[src/rtl/throughout_goto_monitor.sv]
// throughout_goto_monitor: runtime checker for
// $rose(trig) |=> (hold throughout evt[->COUNT]), one slot per outstanding attempt.
module throughout_goto_monitor #(
  parameter int COUNT     = 3,
  parameter int NUM_SLOTS = 4,
  parameter int CNT_W     = 16
) (
  input  logic                           clock,
  input  logic                           reset,
  input  logic                           trig,
  input  logic                           hold,
  input  logic                           evt,
  output logic                           pass,
  output logic                           fail,
  output logic                           overflow,
  output logic [$clog2(NUM_SLOTS+1)-1:0] active,
  output logic [CNT_W-1:0]               pass_count,
  output logic [CNT_W-1:0]               fail_count
);

  localparam int AW = $clog2(NUM_SLOTS + 1);
  localparam int CW = $clog2(COUNT + 1);
  localparam int SW = ((CNT_W > AW) ? CNT_W : AW) + 1;
  localparam logic [CW-1:0] LAST = CW'(COUNT - 1);

  typedef enum logic {
    IDLE,
    ARMED
  } slot_t;

  slot_t          st    [NUM_SLOTS];
  slot_t          st_n  [NUM_SLOTS];
  logic [CW-1:0]  cnt   [NUM_SLOTS];
  logic [CW-1:0]  cnt_n [NUM_SLOTS];

  logic                 trig_prev;
  logic                 rise;
  logic                 placed;
  logic                 drop;
  logic [NUM_SLOTS-1:0] done_ok;
  logic [NUM_SLOTS-1:0] done_bad;
  logic [AW-1:0]        n_ok;
  logic [AW-1:0]        n_bad;
  logic [AW-1:0]        n_busy;
  logic [CNT_W-1:0]     pass_count_n;
  logic [CNT_W-1:0]     fail_count_n;

  function automatic logic [CNT_W-1:0] sat_add(
    input logic [CNT_W-1:0] a,
    input logic [AW-1:0]    b
  );
    logic [SW-1:0] s;
    s = SW'(a) + SW'(b);
    if (s > SW'({CNT_W{1'b1}}))
      return {CNT_W{1'b1}};
    return s[CNT_W-1:0];
  endfunction

  assign rise = trig & ~trig_prev;

  always_comb begin
    for (int i = 0; i < NUM_SLOTS; i++) begin
      st_n[i]  = st[i];
      cnt_n[i] = cnt[i];
    end
    done_ok  = '0;
    done_bad = '0;
    placed   = 1'b0;
    drop     = 1'b0;
    n_ok     = '0;
    n_bad    = '0;
    n_busy   = '0;

    // hold low wins over a completing evt in the same cycle
    for (int i = 0; i < NUM_SLOTS; i++) begin
      if (st[i] == ARMED) begin
        if (!hold) begin
          done_bad[i] = 1'b1;
          st_n[i]     = IDLE;
        end else if (evt) begin
          if (cnt[i] == LAST) begin
            done_ok[i] = 1'b1;
            st_n[i]    = IDLE;
          end else begin
            cnt_n[i] = cnt[i] + CW'(1);
          end
        end
      end
    end

    // slots freed this cycle are already eligible for a new attempt
    if (rise) begin
      for (int i = 0; i < NUM_SLOTS; i++) begin
        if (!placed && st_n[i] == IDLE) begin
          st_n[i]  = ARMED;
          cnt_n[i] = '0;
          placed   = 1'b1;
        end
      end
      drop = ~placed;
    end

    for (int i = 0; i < NUM_SLOTS; i++) begin
      if (done_ok[i])
        n_ok = n_ok + AW'(1);
      if (done_bad[i])
        n_bad = n_bad + AW'(1);
      if (st_n[i] == ARMED)
        n_busy = n_busy + AW'(1);
    end

    pass_count_n = sat_add(pass_count, n_ok);
    fail_count_n = sat_add(fail_count, n_bad);
  end

  always_ff @(posedge clock) begin
    if (reset) begin
      trig_prev  <= 1'b0;
      pass       <= 1'b0;
      fail       <= 1'b0;
      overflow   <= 1'b0;
      active     <= '0;
      pass_count <= '0;
      fail_count <= '0;
      for (int i = 0; i < NUM_SLOTS; i++) begin
        st[i]  <= IDLE;
        cnt[i] <= '0;
      end
    end else begin
      trig_prev  <= trig;
      pass       <= |done_ok;
      fail       <= |done_bad;
      overflow   <= drop;
      active     <= n_busy;
      pass_count <= pass_count_n;
      fail_count <= fail_count_n;
      for (int i = 0; i < NUM_SLOTS; i++) begin
        st[i]  <= st_n[i];
        cnt[i] <= cnt_n[i];
      end
    end
  end

endmodule

[config.mk]
export PLATFORM = sky130hd
export DESIGN_NAME = throughout_goto_monitor
export DESIGN_NICKNAME = d
export VERILOG_FILES = /design/src/rtl/throughout_goto_monitor.sv
export SDC_FILE = /design/constraint.sdc
export NUM_CORES = 1
export LEC_CHECK = 0
export BUFFER_PORTS_ARGS = -buffer_cell sky130_fd_sc_hd__buf_2
export CAP_MARGIN = 5
export CORE_UTILIZATION = 50
export DETAILED_ROUTE_END_ITERATION = 12
export GPL_TIMING_DRIVEN = 0
export PLACE_DENSITY = 0.71
export SKIP_LAST_GASP = 1
export SLEW_MARGIN = 25
export SYNTH_ARGS = -nofsm -noshare
export SYNTH_HDL_FRONTEND = slang
export SYNTH_SLANG_ARGS = --single-unit
[constraint.sdc]
create_clock -name clock -period 4.5 [get_ports clock]
set_clock_uncertainty 0.2 [all_clocks]
set_input_delay 0.9 -clock clock [delete_from_list [all_inputs] [get_ports clock]]
set_output_delay 0.9 -clock clock [all_outputs]
set_load 0.1 [all_outputs]
Word-level counts from Yosys, hierarchy flattened
Memories as Yosys holds them, arrays and structs flattened.
Index checks and enable logic that the tools add are counted.
- register bits: 39
- memory bits (writable): 12
- memories kept: 2
- memories (memory ; depth ; width ; read ports ; clocked after memory_dff ; wr ports ; RTL line ; text):
    cnt ; 4 ; 2 ; 4 ; 0 ; 4 ; 33 ; logic [CW-1:0] cnt [NUM_SLOTS];
    st ; 4 ; 1 ; 4 ; 0 ; 4 ; 31 ; slot_t st [NUM_SLOTS];
- $add $sub $neg: 15
- $lt $le $gt $ge: 2
- equality and inequality tests: 4
- mux-type cells: 99
- bitwise logic cells: 15
- reduce and logical (&&, ||, !) cells: 9
- operators with widths (kind ; count):
    $mux W16 ; 4
    $mux W1 ; 60
    $mux W2 ; 24
    $add A16 B3 Y17 ; 2
    $gt A17 B16 Y1 const B ; 2
    $add A3 B1 Y3 const B ; 9
    $mux W3 ; 9
    $add A2 B1 Y2 const B ; 4
    $eq A2 B2 Y1 const B ; 4
    $mux W8 ; 1
    $or A1 B1 Y1 ; 8
    $reduce_or A4 Y1 ; 2
    $not A1 Y1 ; 6
    $mux W4 ; 1
    $logic_and A1 B1 Y1 ; 3
    $logic_not A1 Y1 ; 3
    $reduce_or A2 Y1 ; 1
    $and A1 B1 Y1 ; 1

Logic depth before layout (Yosys ltp)
Gate-level depths: netlist of the first run.
An unclocked memory read counts as a cell.
- word-level depth: 27
- depth in mapped cells: 18

Worst setup path before layout of the first run
Ideal clock, no wire load.
- path type: input port to flip-flop
- start: input hold
- end: register fail_count[10]
- setup time: 70 ps
- arrival time: 3706 ps
- required time: 4230 ps
- setup slack: 524 ps
- stages: 14
- path buffers: 2
- cells stage by stage: clkbuf_8 > buf_4 > nand2b_1 > ha_1 > xnor2_1 > ha_1 > mux2_2 > inv_1 > fa_1 > nor2b_1 > o211ai_1 > or3_1 > xor2_1 > a21oi_1
- longest elaborated chain between the ends: 13
- elaborated cells between the ends (all ways): 16
- those cells by class: add/sub: 4; order compare: 1; mux: 11
- RTL lines (item ; RTL line ; text):
    from (decl) ; 11 ; input logic hold,
    $mux W1 (*) ; 77 ; if (!hold) begin
    $mux W1 ; 76 ; if (st[i] == ARMED) begin
    $mux W1 ; 106 ; if (done_bad[i])
    $add A3 B1 Y3 ; 107 ; n_bad = n_bad + AW'(1);
    $mux W3 ; 106 ;
    $add A3 B1 Y3 ; 107 ;
    $mux W3 ; 106 ;
    $add A3 B1 Y3 ; 107 ;
    $mux W3 (*) ; 106 ;
    $add A16 B3 Y17 (*) ; 53 ; s = SW'(a) + SW'(b);
    $gt A17 B16 Y1 ; 54 ; if (s > SW'({CNT_W{1'b1}}))
    $mux W1 ; 54 ;
    $mux W16 (*) ; 56 ; return s[CNT_W-1:0];
    to (signal assigned) ; 136 ; fail_count <= fail_count_n;
    to (decl) ; 18 ; output logic [CNT_W-1:0] fail_count
Every way passes the cells marked *; elsewhere a longest branch is shown, timed or not.
A chain may end at the register's enable or synchronous reset.

Worst setup path in the final report of the first run
- start: input hold
- end: register fail_count[11]
Same word-level chain as after synthesis.

==> results.toml, run 1 <==
[die]
core_sq_um = 5574
initial_core_util_pct = 52.64
die_area_sq_um = 6179
pin_count = 43
die_h_microns = 78.61
rows = 27
die_w_microns = 78.61

[drt]
vias_per_cell = 5.520
wire_per_inst_microns = 13.34
totalWireLength_mm = 6.109
antenna_left = 0
firstDrtPassIters = 4
num_vias = 2528
drc = 0
drt_iter0_markers = 134

[grt]
grt_pass1_wl_mm = 9.867
globalRoute.totalOverflow = 0
met3_usage_pct = 4.070
use_met2_pct = 32.52
use_met1_pct = 25.93
track_usage_pct = 20.22
grt_max_degree = 16
grt_pass1_vias = 2229
globalRoute.busiestLayer = "met2"
antenna_found_initial = 0

[worst_setup_path]
cp_data_arrival_time_ns = 4.10
worstRegToRegCells = 15
criticalPathCategory = "in2reg"
path_buf_inv = 3
cpMostUsedCell = "ha_1"
critPathMaxStageDelay_ns = 0.47
end_kind = "flop"
cpMaxStageDelayCell = "o211ai_1"
path_depth = 16
cp_top_family = "adder cells"
crit_chain = "clkbuf_8 -> buf_4 -> nand2b_1 -> ha_1 -> xnor2_1 -> ha_1 -> nand2_1 -> xnor2_1 -> nor2_1 -> ha_1 -> nor2b_1 -> o211ai_1 -> nor2_1 -> nand3_1 -> buf_2 -> a21oi_1"
cp_max_fo = 10
critPathRequiredTime_ns = 4.49
startpoint_type = "input pin"

[clocking]
cts_htree_levels = 2
root_buffer = "clkbuf_8"
cts.clk_slew.worst_paths_ns = 0.09
cts_hold_buf = 0
cts_buffers = 5
cts_buffer_depth = 2
cts_tree = "done"
post_cts_buffers = 0
ctsResizeCount = 0
clk_latency_ns = 0.32
clock_sink_count = 51

[synthesis]
ys_types = 58
yosysMostFrequentCell = "dfxtp_1"
synth_edf_count = 0
async_flop_share_pct = 0
yosysWarningCount = 0
ys.flop_type = "dfxtp_1"
ys_seq_area_share_pct = 34.80
synthTopCellsByCount = "51 x dfxtp_1, 31 x nand2_1, 30 x a21oi_1"
avgSynthCellArea_sq_um = 8.681
synth_area_sq_um = 2934
synth_cells = 338
yosys.area.top_type_share_pct = 34.80
synth_area_leader_cell = "dfxtp_1"
synth_area_leaders = "dfxtp_1 35%, ha_1 9.4%, a21oi_1 5.1%"
ys_ff_latch = 51
synth_nets = 367

[timing]
setup_tns_ns = 0
setup_ws_ns = 0.3914
finalHoldViolCount = 0
max_slew_margin_pct = 57.84
setup_violations = 0
fin_crit_ns = 4.109
rsz0062_at_grt = "false"
fin_crit_sh_pct = 91.30
max_freq_ghz = 0.2434
max_slew.worst_pin.slew_ns = 0.6323
drv_slew = 0

[cells_and_area]
layout.nets = 414
num_antenna_cells = 0
fin_cells = 458
seq_area_sq_um = 1021
fillers = 520
area_growth_pct = 13.43
multi_input_area_sq_um = 1743
final_util_pct = 59.71
drive_gt1_share_pct = 16.84

[placed_design]
dp_slack_ns = 0.1161
placed_cells = 450
gp_congestion = 0.7709
portBuffers = 40
dp_hpwl_mm = 4.499

[power_and_ir_drop]
ir_drop_mv = 0.1335
p_leak_uw = 0.001443
power_density_nw_per_um2 = 243.7
power_uw = 811.2

[status]
outcome = "finished clean"

[flow_run]
maxCapViolCount = 0

[worst_hold_path]
min_path_type = "reg2reg"
hold_depth = 2
## final timing paths
check,from,to,slack (ns)
worst max-delay path,hold,fail_count[11]$_SDFF_PP0_,0.39
worst min-delay path,cnt[0][0]$_SDFF_PP0_,cnt[0][0]$_SDFF_PP0_,0.28
worst max register to register,cnt[0][0]$_SDFF_PP0_,pass_count[9]$_SDFF_PP0_,0.85
worst min register to register,cnt[0][0]$_SDFF_PP0_,cnt[0][0]$_SDFF_PP0_,0.28
## stage by stage
| step | hold slack (ns) | cell area [sq um] |
|---|---|---|
| 2_1_floorplan | 0.2532 | 2934 |
| 6_report | 0.2819 | 3328 |
| 3_5_place_dp | 0.2700 | 3224 |
| 4_1_cts | 0.2828 | 3328 |
| 3_3_place_gp | 0.2652 | 3224 |
| 5_1_grt | 0.3094 | 3328 |
## state kept, by name, indices dropped and copies added, names as in the netlist
register and cells:
cnt 8, trig_prev 1, pass 1, fail 1, active 3, fail_count 16, overflow 1, st 4
pass_count 16
## layout by cell type (no fill, tap or decap), types with 6 or more instances in the layout
master    count
buf_2        43
nand3_1      21
nand2_1      31
inv_1        21
clkbuf_8      8
dfxtp_1      51
xor2_1       13
nor3_1        6
a21oi_1      30
nor2_1       22
nand4_1       6
mux2i_1       6
xnor2_1      15
and3_1        9
a221oi_1      6
ha_1         22
## layer usage
layer	part of all wire (%)	wire length (microns)	up-vias
met5	0	0	-
met4	1.9	119	0
met3	2.9	175	12
met2	45	2766	46
met1	50	3047	1191
li1	-	-	1279
## final cells by class
cell class,instances,area share [%]
buffer,14,2.744
tap,72,2.707
multi-input combinational,252,52.37
clock inverter,1,0.2256
sequential,51,30.68
inverter,21,2.368
timing repair buffer,40,6.015
clock buffer,7,2.895
## report_power, final
part,switching [uW],internal (uW),leakage [uW]
logic,41.1,15.2,0.000981
clock network,158,140,0.0000505
registers,2.66,455,0.000412
total,201,610,0.00144
## logic make-up after synthesis
logic type	share of synthesized area (%)
AND/OR/NAND/NOR	21.96
AO/OA/AOI/OAI	15.52
flip-flops	34.80
buffers and inverters	5.799
XOR/XNOR	8.358
adder cells (fa/ha/maj)	10.75
multiplexers	2.815
## worst min-delay path: stages (launching register included)
cell and delay [ns]:
dfxtp_1 0.32, nand2_1 0.05, a221oi_1 0.06
No activity file was read; power rests on OpenSTA's default activity.
==> run 2: changes to the inputs <==
--- a/config.mk
+++ b/config.mk
@@ -7,10 +7,12 @@
 export LEC_CHECK = 0
 export BUFFER_PORTS_ARGS = -buffer_cell sky130_fd_sc_hd__buf_2
 export CAP_MARGIN = 5
-export CORE_UTILIZATION = 50
+export CELL_PAD_IN_SITES_DETAIL_PLACEMENT = 0
+export CELL_PAD_IN_SITES_GLOBAL_PLACEMENT = 1
+export CORE_UTILIZATION = 43
 export DETAILED_ROUTE_END_ITERATION = 12
 export GPL_TIMING_DRIVEN = 0
-export PLACE_DENSITY = 0.71
+export PLACE_DENSITY_LB_ADDON = 0.1
 export SKIP_LAST_GASP = 1
 export SLEW_MARGIN = 25
 export SYNTH_ARGS = -nofsm -noshare
==> results.toml, run 2 (same netlist as run 1, synthesis figures left out) <==
[timing]
finalHoldViolCount = 0
max_freq_ghz = 0.2422
setup_violations = 0
setup_tns_ns = 0
max_slew.worst_pin.slew_ns = 0.5904
max_slew_margin_pct = 60.64
fin_crit_ns = 4.129
rsz0062_at_grt = "false"
fin_crit_sh_pct = 91.75
drv_slew = 0
setup_ws_ns = 0.3710
fin_hold_ws_ns = 0.2797

[drt]
route.met3.wl_microns = 277
vias_per_cell = 5.446
drt_iter0_markers = 110
met1_length_mm = 3.109
wl_met2_mm = 2.919
drc = 0
top_layer = "met4"
totalWireLength_mm = 6.336
firstDrtPassIters = 6
wire_per_inst_microns = 13.71
num_vias = 2516
antenna_left = 0

[placed_design]
portBuffers = 40
gp_congestion = 0.7786
dp_hpwl_mm = 4.759
dp_slack_ns = 0.05157
placed_cells = 455

[clocking]
ctsResizeCount = 0
cts_htree_levels = 2
clock_sink_count = 51
root_buffer = "clkbuf_8"
cts_tree = "done"
cts_buffers = 5
post_cts_buffers = 0
clk_latency_ns = 0.30
cts_hold_buf = 0
cts.clk_slew.worst_paths_ns = 0.08
cts_buffer_depth = 2

[grt]
antenna_found_initial = 0
globalRoute.totalOverflow = 0
track_usage_pct = 18.48
grt_pass1_wl_mm = 10.81
grt_pass1_vias = 2316
grt_max_degree = 15

[worst_setup_path]
startpoint_type = "input pin"
startpoint = "hold"
criticalPathCategory = "in2reg"
r2r_start = "st[0]$_SDFF_PP0_"
end_kind = "flop"
cp_data_arrival_time_ns = 4.09
critPathRequiredTime_ns = 4.46
cp_max_fo = 10

[cells_and_area]
top_regs = "fail_count: 16 flops, pass_count: 16 flops, cnt: 8 flops"
mostFrequentLayoutCells = "51 x dfxtp_1, 43 x buf_2, 31 x nand2_1, 30 x a21oi_1"
drive_gt1_share_pct = 16.36
area_growth_pct = 13.60
layout.nets = 414
layout_commonest_cell = "dfxtp_1"
fin_cells = 462
num_antenna_cells = 0

[die]
core_sq_um = 6459
die_area_sq_um = 7158
die_h_microns = 84.61
die_w_microns = 84.61
pin_count = 43
initial_core_util_pct = 45.43
rows = 29

[worst_hold_path]
min_from = "cnt[0][0]$_SDFF_PP0_"
min_path_type = "reg2reg"

[power_and_ir_drop]
switching_share_pct = 22.74
power_density_nw_per_um2 = 245.7
p_seq_share_pct = 55.8
power.internal_uw = 632.8
clockPowerShare_pct = 37.4
ir_drop_mv = 0.1569
pwr-share-comb_pct = 6.8
p_leak_uw = 0.001444
power.net_switching_uw = 186.3

[flow_run]
maxCapViolCount = 0

[status]
outcome = "finished clean"
[run 2: area by class of cell]
cell class | count | area, sq um
clock inverter | 1 | 30.03
inverter | 21 | 78.83
timing repair buffer | 40 | 200.2
multi-input combinational | 252 | 1743
tap | 77 | 96.34
clock buffer | 6 | 72.57
sequential | 51 | 1021
buffer | 14 | 91.34
fill | 656 | 3126
[run 2: routing by layer]
| metal | global-route usage (%) | up-vias |
|---|---|---|
| li1 | - | 1280 |
| met1 | 25.17 | 1177 |
| met2 | 30.30 | 57 |
| met3 | 3.343 | 2 |
| met4 | 4.622 | 0 |
| met5 | 0 | - |
[run 2: path summary, 6_finish.rpt]
kind / to / slack [ns] / depth (start not counted)
worst max register to register: fail_count[5]$_SDFF_PP0_ / 0.84 / 14
worst max-delay path: fail_count[5]$_SDFF_PP0_ / 0.37 / 16
worst min-delay path: cnt[0][0]$_SDFF_PP0_ / 0.28 / 2
worst min register to register: cnt[0][0]$_SDFF_PP0_ / 0.28 / 2
[run 2: power by group through the flow]
| stage | Clock [uW] | Combinational (uW) | Sequential, uW |
|---|---|---|---|
| floorplan | 0 | 28.3 | 482 |
| global placement | 0 | 56.0 | 468 |
| detailed placement | 0 | 56.5 | 468 |
| CTS | 319 | 56.7 | 457 |
| global route | 336 | 61.4 | 458 |
| finish | 306 | 56.0 | 457 |
[run 2: per-stage QoR]
stage                     cell area (sq um)  total power (uW)  utilization [%]
after floorplan                        2934             510.4                -
after global placement                 3231             523.7            50.02
after detailed placement               3231             524.3            50.02
after CTS                              3333             832.7            51.61
after global routing                   3333             855.2            51.61
final                                  3333             819.0            51.61
[run 2: worst max-delay path: stages]
cell	delay [ns]
clkbuf_8	0.14
buf_4	0.17
nand2b_1	0.16
ha_1	0.34
xnor2_1	0.26
ha_1	0.20
nand2_1	0.06
xnor2_1	0.15
nor2_1	0.06
ha_1	0.32
nor2b_1	0.16
o211ai_1	0.47
nor2_1	0.12
nand3_1	0.21
buf_2	0.27
a21oi_1	0.09
